--- config.mk ---
export PLATFORM = sky130hd
export DESIGN_NAME = i2s_sample_feeder
export DESIGN_NICKNAME = d
export VERILOG_FILES = /design/src/rtl/i2s_pkg.sv /design/src/rtl/sample_fifo.sv /design/src/rtl/i2s_sample_feeder.sv
export SDC_FILE = /design/constraint.sdc
export NUM_CORES = 1
export LEC_CHECK = 0
export ABC_AREA = 1
export BUFFER_PORTS_ARGS = -buffer_cell sky130_fd_sc_hd__buf_2
export CAP_MARGIN = 20
export CORE_MARGIN = 3
export CORE_UTILIZATION = 25
export CTS_CLUSTER_SIZE = 12
export DETAILED_ROUTE_END_ITERATION = 6
export SYNTH_ARGS = -nofsm -noshare
export SYNTH_HDL_FRONTEND = slang
export SYNTH_SLANG_ARGS = --single-unit
--- constraint.sdc ---
create_clock -name Clk -period 3 [get_ports Clk]
set_input_delay 0.6 -clock Clk [delete_from_list [all_inputs] [get_ports Clk]]
set_output_delay 0.6 -clock Clk [all_outputs]
set_load 0.05 [all_outputs]
--- src/rtl/i2s_pkg.sv ---
// Shared types and constants for the I2S sample feeder.
package i2s_pkg;

  localparam int unsigned SAMPLE_W = 24;
  typedef logic signed [SAMPLE_W-1:0] sample_t;

  localparam int unsigned UNDERRUN_CNT_W = 16;
  localparam logic [UNDERRUN_CNT_W-1:0] UNDERRUN_CNT_MAX = '1;

  localparam int unsigned DEFAULT_FIFO_DEPTH = 8;

endpackage

--- src/rtl/sample_fifo.sv ---
// Synchronous FIFO with combinational head; DEPTH must be a power of two.
module sample_fifo #(
  parameter int unsigned DATA_W = 24,
  parameter int unsigned DEPTH  = 8
) (
  input  logic                     clk_i,
  input  logic                     rst_ni,
  input  logic                     push_i,
  input  logic [DATA_W-1:0]        wdata_i,
  input  logic                     pop_i,
  output logic [DATA_W-1:0]        rdata_o,
  output logic                     full_o,
  output logic                     empty_o,
  output logic [$clog2(DEPTH):0]   level_o
);

  localparam int unsigned PtrW = $clog2(DEPTH);

  logic [DATA_W-1:0] mem_q [DEPTH];
  logic [PtrW-1:0]   wr_ptr_q, rd_ptr_q;
  logic [PtrW:0]     level_q, level_d;
  logic              do_push, do_pop;

  assign full_o  = (level_q == (PtrW + 1)'(DEPTH));
  assign empty_o = (level_q == '0);
  assign level_o = level_q;
  assign rdata_o = mem_q[rd_ptr_q];

  assign do_push = push_i & ~full_o;
  assign do_pop  = pop_i & ~empty_o;

  always_comb begin
    level_d = level_q;
    unique case ({do_push, do_pop})
      2'b10:   level_d = level_q + 1'b1;
      2'b01:   level_d = level_q - 1'b1;
      default: level_d = level_q;
    endcase
  end

  // Pointers wrap naturally because DEPTH is a power of two.
  always_ff @(posedge clk_i or negedge rst_ni) begin
    if (!rst_ni) begin
      wr_ptr_q <= '0;
      rd_ptr_q <= '0;
      level_q  <= '0;
    end else begin
      if (do_push) wr_ptr_q <= wr_ptr_q + 1'b1;
      if (do_pop)  rd_ptr_q <= rd_ptr_q + 1'b1;
      level_q <= level_d;
    end
  end

  always_ff @(posedge clk_i) begin
    if (do_push) mem_q[wr_ptr_q] <= wdata_i;
  end

endmodule

--- src/rtl/i2s_sample_feeder.sv ---
// Buffers mixer samples and presents one per LRCLK frame to the I2S serializer.
// Define I2S_FEEDER_ATTEN_EN to add the per-frame arithmetic-shift attenuator input.
module i2s_sample_feeder
  import i2s_pkg::*;
#(
  parameter int unsigned DATA_W      = SAMPLE_W,
  parameter int unsigned FIFO_DEPTH  = DEFAULT_FIFO_DEPTH,
  parameter int unsigned SYNC_STAGES = 2
) (
  input  logic                          Clk,
  input  logic                          Reset_n,
  input  logic                          LRCLK,
  input  logic [DATA_W-1:0]             in_data,
  input  logic                          in_valid,
  output logic                          in_ready,
  output logic [DATA_W-1:0]             sample_out,
  output logic                          frame_tick,
  output logic                          underrun,
  output logic [UNDERRUN_CNT_W-1:0]     underrun_count,
  output logic [$clog2(FIFO_DEPTH):0]   fifo_level
`ifdef I2S_FEEDER_ATTEN_EN
  ,
  input  logic [3:0]                    atten
`endif
);

  logic [SYNC_STAGES-1:0]    sync_q;
  logic                      prev_q;
  logic                      rise;
  logic                      push, pop;
  logic                      fifo_full, fifo_empty;
  logic [DATA_W-1:0]         head, next_sample;
  logic [DATA_W-1:0]         sample_q;
  logic                      frame_tick_q, underrun_q;
  logic [UNDERRUN_CNT_W-1:0] underrun_cnt_q;

  // Only rising LRCLK edges start a frame; falling edges are ignored.
  assign rise = sync_q[SYNC_STAGES-1] & ~prev_q;

  assign in_ready = ~fifo_full;
  assign push     = in_valid & in_ready;
  assign pop      = rise & ~fifo_empty;

`ifdef I2S_FEEDER_ATTEN_EN
  assign next_sample = $unsigned($signed(head) >>> atten);
`else
  assign next_sample = head;
`endif

  sample_fifo #(
    .DATA_W (DATA_W),
    .DEPTH  (FIFO_DEPTH)
  ) u_fifo (
    .clk_i   (Clk),
    .rst_ni  (Reset_n),
    .push_i  (push),
    .wdata_i (in_data),
    .pop_i   (pop),
    .rdata_o (head),
    .full_o  (fifo_full),
    .empty_o (fifo_empty),
    .level_o (fifo_level)
  );

  always_ff @(posedge Clk or negedge Reset_n) begin
    if (!Reset_n) begin
      sync_q <= '0;
      prev_q <= 1'b0;
    end else begin
      sync_q <= {sync_q[SYNC_STAGES-2:0], LRCLK};
      prev_q <= sync_q[SYNC_STAGES-1];
    end
  end

  // A pushed word arriving in an empty-FIFO frame cycle waits for the next frame.
  always_ff @(posedge Clk or negedge Reset_n) begin
    if (!Reset_n) begin
      sample_q       <= '0;
      frame_tick_q   <= 1'b0;
      underrun_q     <= 1'b0;
      underrun_cnt_q <= '0;
    end else begin
      frame_tick_q <= rise;
      underrun_q   <= rise & fifo_empty;
      if (pop) sample_q <= next_sample;
      if (rise && fifo_empty && (underrun_cnt_q != UNDERRUN_CNT_MAX)) begin
        underrun_cnt_q <= underrun_cnt_q + 1'b1;
      end
    end
  end

  assign sample_out     = sample_q;
  assign frame_tick     = frame_tick_q;
  assign underrun       = underrun_q;
  assign underrun_count = underrun_cnt_q;

endmodule

==> flow_metrics.tcl <==
set metrics [dict create \
    outcome "finished, final reports clean" \
    hold_viol_final 0 \
    min_path_type "input pin to async pin" \
    fin_crit_sh 0.697 \
    cts.hold.buffers_added 0 \
    die-area_sq_um 43300 \
    coreArea_sq_um 40100 \
    grt_first_pass_wirelength_mm 35.2 \
    cts_resized 0 \
    grt_pass1_vias 6291 \
    rows 73 \
    worstReg2RegStart "u_fifo.level_o[1]" \
    vdd.ir_drop.worst_v 0.000528 \
    finalSetupViolations 0 \
    final_layout_size_suffix_gt1_frac 0.142 \
    post_drt_wl_per_cell_microns 14.6 \
    portBuffers 74 \
    fill_cells 4079 \
    critPathKind "register to output pin" \
    synth.net_count 928 \
    synthDominantCellAreaShare 0.564 \
    muxShareOfSynthArea 0 \
    cp-startpoint "u_fifo.level_o[1]" \
    critical-path-top-delay-family "flip-flops" \
    finalWorstSetupSlack_ns 0.910 \
    synthAdderAreaFrac 0.00734 \
    yosysSeqAreaShare 0.699 \
    yosys_warnings 0 \
    placed_area_sq_um 11200 \
    async_reset_ff_frac 0.223 \
    nets 1007 \
    synth_area_sq_um 10200 \
    grt_max_degree 94 \
    initial_core_util 0.255 \
    yosysTopAreaCell "edfxtp_1" \
    drt_first_iter_violations 533 \
    path_max_fanout 6 \
    post-route-cell-area_sq_um 12000 \
    place_ws_ns 0.954 \
    cts_buffer_depth 3 \
    overflow 0 \
    grt_setup_unrepaired "false" \
    dp_hpwl_mm 13.4 \
    vias 6508 \
    slowest_delay_ns 0.43 \
    slew_headroom 0.342 \
    synth-main-ff-cell "edfxtp_1" \
    seq_area_sq_um 7150 \
    endpoint "in_ready" \
    path_depth 3 \
    synthCells 894 \
    die_x_microns 208 \
    worst-path-buf-inv 1 \
    multi_input_area_sq_um 2460 \
    crit_required_ns 2.40 \
    synth_compound_area_frac 0.0824 \
    slowest_stage "dfrtp_1" \
    viasPerCell 4.29 \
    period_minus_slack_ns 2.09 \
    maxCapViolCount 0 \
    syn2layout_area_growth_pct 17.2 \
    postCtsSetupBuffers 0 \
    cts_tree "done" \
    netlist_top_cells_count "nand2_1 (208), edfxtp_1 (192), inv_1 (119), nand3_1 (86), o211ai_1 (72)" \
    gp_congestion 0.801 \
    worstMarginPinSlew_ns 0.986 \
    final_antenna_net_count 0 \
    clk_latency_ns 0.54 \
    antenna_found_initial 1 \
    r2r_cells 11 \
    drv_slew 0 \
    synth_edf_count 192 \
    r2r-end "u_fifo.level_o[2]" \
    syn_area_per_cell_sq_um 11.4 \
    clkSinkCount 247 \
    yosysMostFrequentCell "nand2_1" \
    first_pass_iters 5 \
    yosysUniqueCellTypes 25 \
    end_kind "output pin" \
    crit_chain "nor2_1, nand3_1, buf_2" \
    synth_xor_area_frac 0.0120 \
    clkTransAtPathRegs_ns 0.06 \
    yosys-top-cells-area "edfxtp_1 (56%), dfrtp_1 (13%), nand2_1 (7.6%)" \
    io_pins 75 \
    ys_seq_elements 247 \
    tns_ns 0 \
    numCtsBuffers 25 \
    cts_root_buf "clkbuf_16" \
    startpoint_type "register" \
    synthSimpleGateAreaFrac 0.137 \
    htreeDepth 1 \
    p_leak_nw 4.74 \
    drt_wl_total_mm 22.2 \
    drc 0 \
    synth_top_family_by_area "simple AND/OR/NAND/NOR gates" \
    fmax_mhz 478 \
    gr-usage-all-layers 0.101 \
    fin_skew_ns 0.0174 \
    power_density_nw_per_um2 926 \
    cp.arrival_ns 1.49 \
    die_height_microns 208 \
    rrSetupSlack_ns 1.00 \
]
[report_power, final]
part	switching, W	internal, W
Clock	0.00128	0.00160
Combinational	0.00255	0.000969
Sequential	0.000354	0.00435
Total	0.00418	0.00691
[cell usage in the layout, fill, tap and decap left out, types with 2 or more instances in the layout]
cell       Yosys  final
o21ai_0       32     32
o211ai_1      72     72
nor2_1        28     20
a21oi_1       25     25
dfrtp_1       55     53
clkbuf_1      13     16
inv_1        119    119
ha_1           6      6
nand4_1        6      6
nand2_1      208    208
inv_2          3      3
buf_2         16     74
nand2_2        2      2
nand3_1       86     86
nor2_2         1      9
clkbuf_16      0     25
xnor2_1       10     10
edfxtp_1     192    192
buf_4          1     18
xor2_1         4      4
[logic make-up after synthesis]
family          count (synthesis)
buf+inv                       163
fa+ha+maj                       6
flops                         247
compound gates                130
simple gates                  334
xor+xnor                       14
[worst reg2reg max path, stage by stage (launching register included)]
cell     delay, ns
dfrtp_1       0.43
nor2_1        0.17
nand3_1       0.12
nand2_1       0.17
ha_1          0.24
nand2_1       0.07
inv_1         0.08
nor2_1        0.06
ha_1          0.17
a21oi_1       0.15
xor2_1        0.15
o21ai_0       0.08
[per-layer routing]
layer | part of all wire | global-route usage | vias to the layer above
li1 | - | - | 3223
met1 | 0.48 | 0.141 | 3115
met2 | 0.45 | 0.163 | 145
met3 | 0.054 | 0.0231 | 25
met4 | 0.013 | 0.0205 | 0
met5 | 0 | 0 | -
[worst min-delay path by stage]
stage	end	slack, ns	cells after the start	from
final	underrun_count[3]	0.09	1	Reset_n
after global routing	u_fifo.rd_ptr_q[0]	0.12	1	Reset_n
after CTS	u_fifo.rd_ptr_q[0]	0.09	1	Reset_n
after detailed placement	sync_q[1]	0.35	0	sync_q[0]
after global placement	sync_q[1]	0.34	0	sync_q[0]
after floorplan	frame_tick	0.30	0	Reset_n
[sequential cells by signal, summed over array words and instances (netlist names)]
name,cells
underrun,1
u_fifo.rd_ptr_q,3
underrun_count,16
u_fifo.mem_q,192
sample_out,24
sync_q,2
frame_tick,1
u_fifo.level_o,4
prev_q,1
u_fifo.wr_ptr_q,3
[stage by stage]
step | hold WS, ns | instances | total power [W] | util
finish | 0.0937 | 1518 | 0.0111 | 0.299
CTS | 0.0949 | 1517 | 0.0112 | 0.299
detailed placement | 0.351 | 1471 | 0.00834 | 0.280
global placement | 0.337 | 1471 | 0.00826 | 0.280
global route | 0.118 | 1517 | 0.0118 | 0.299
floorplan | 0.304 | 894 | 0.00734 | -
[final cells by class]
cell class / count / area share
diodes: 1 / 0.000209
clock buffers: 42 / 0.0584
clock inverters: 4 / 0.00313
inverters: 122 / 0.0382
multi-input cells: 484 / 0.205
flip-flops and latches: 247 / 0.596
well taps: 525 / 0.0548
repair buffers: 93 / 0.0439
(Power assumes the default switching activity.)
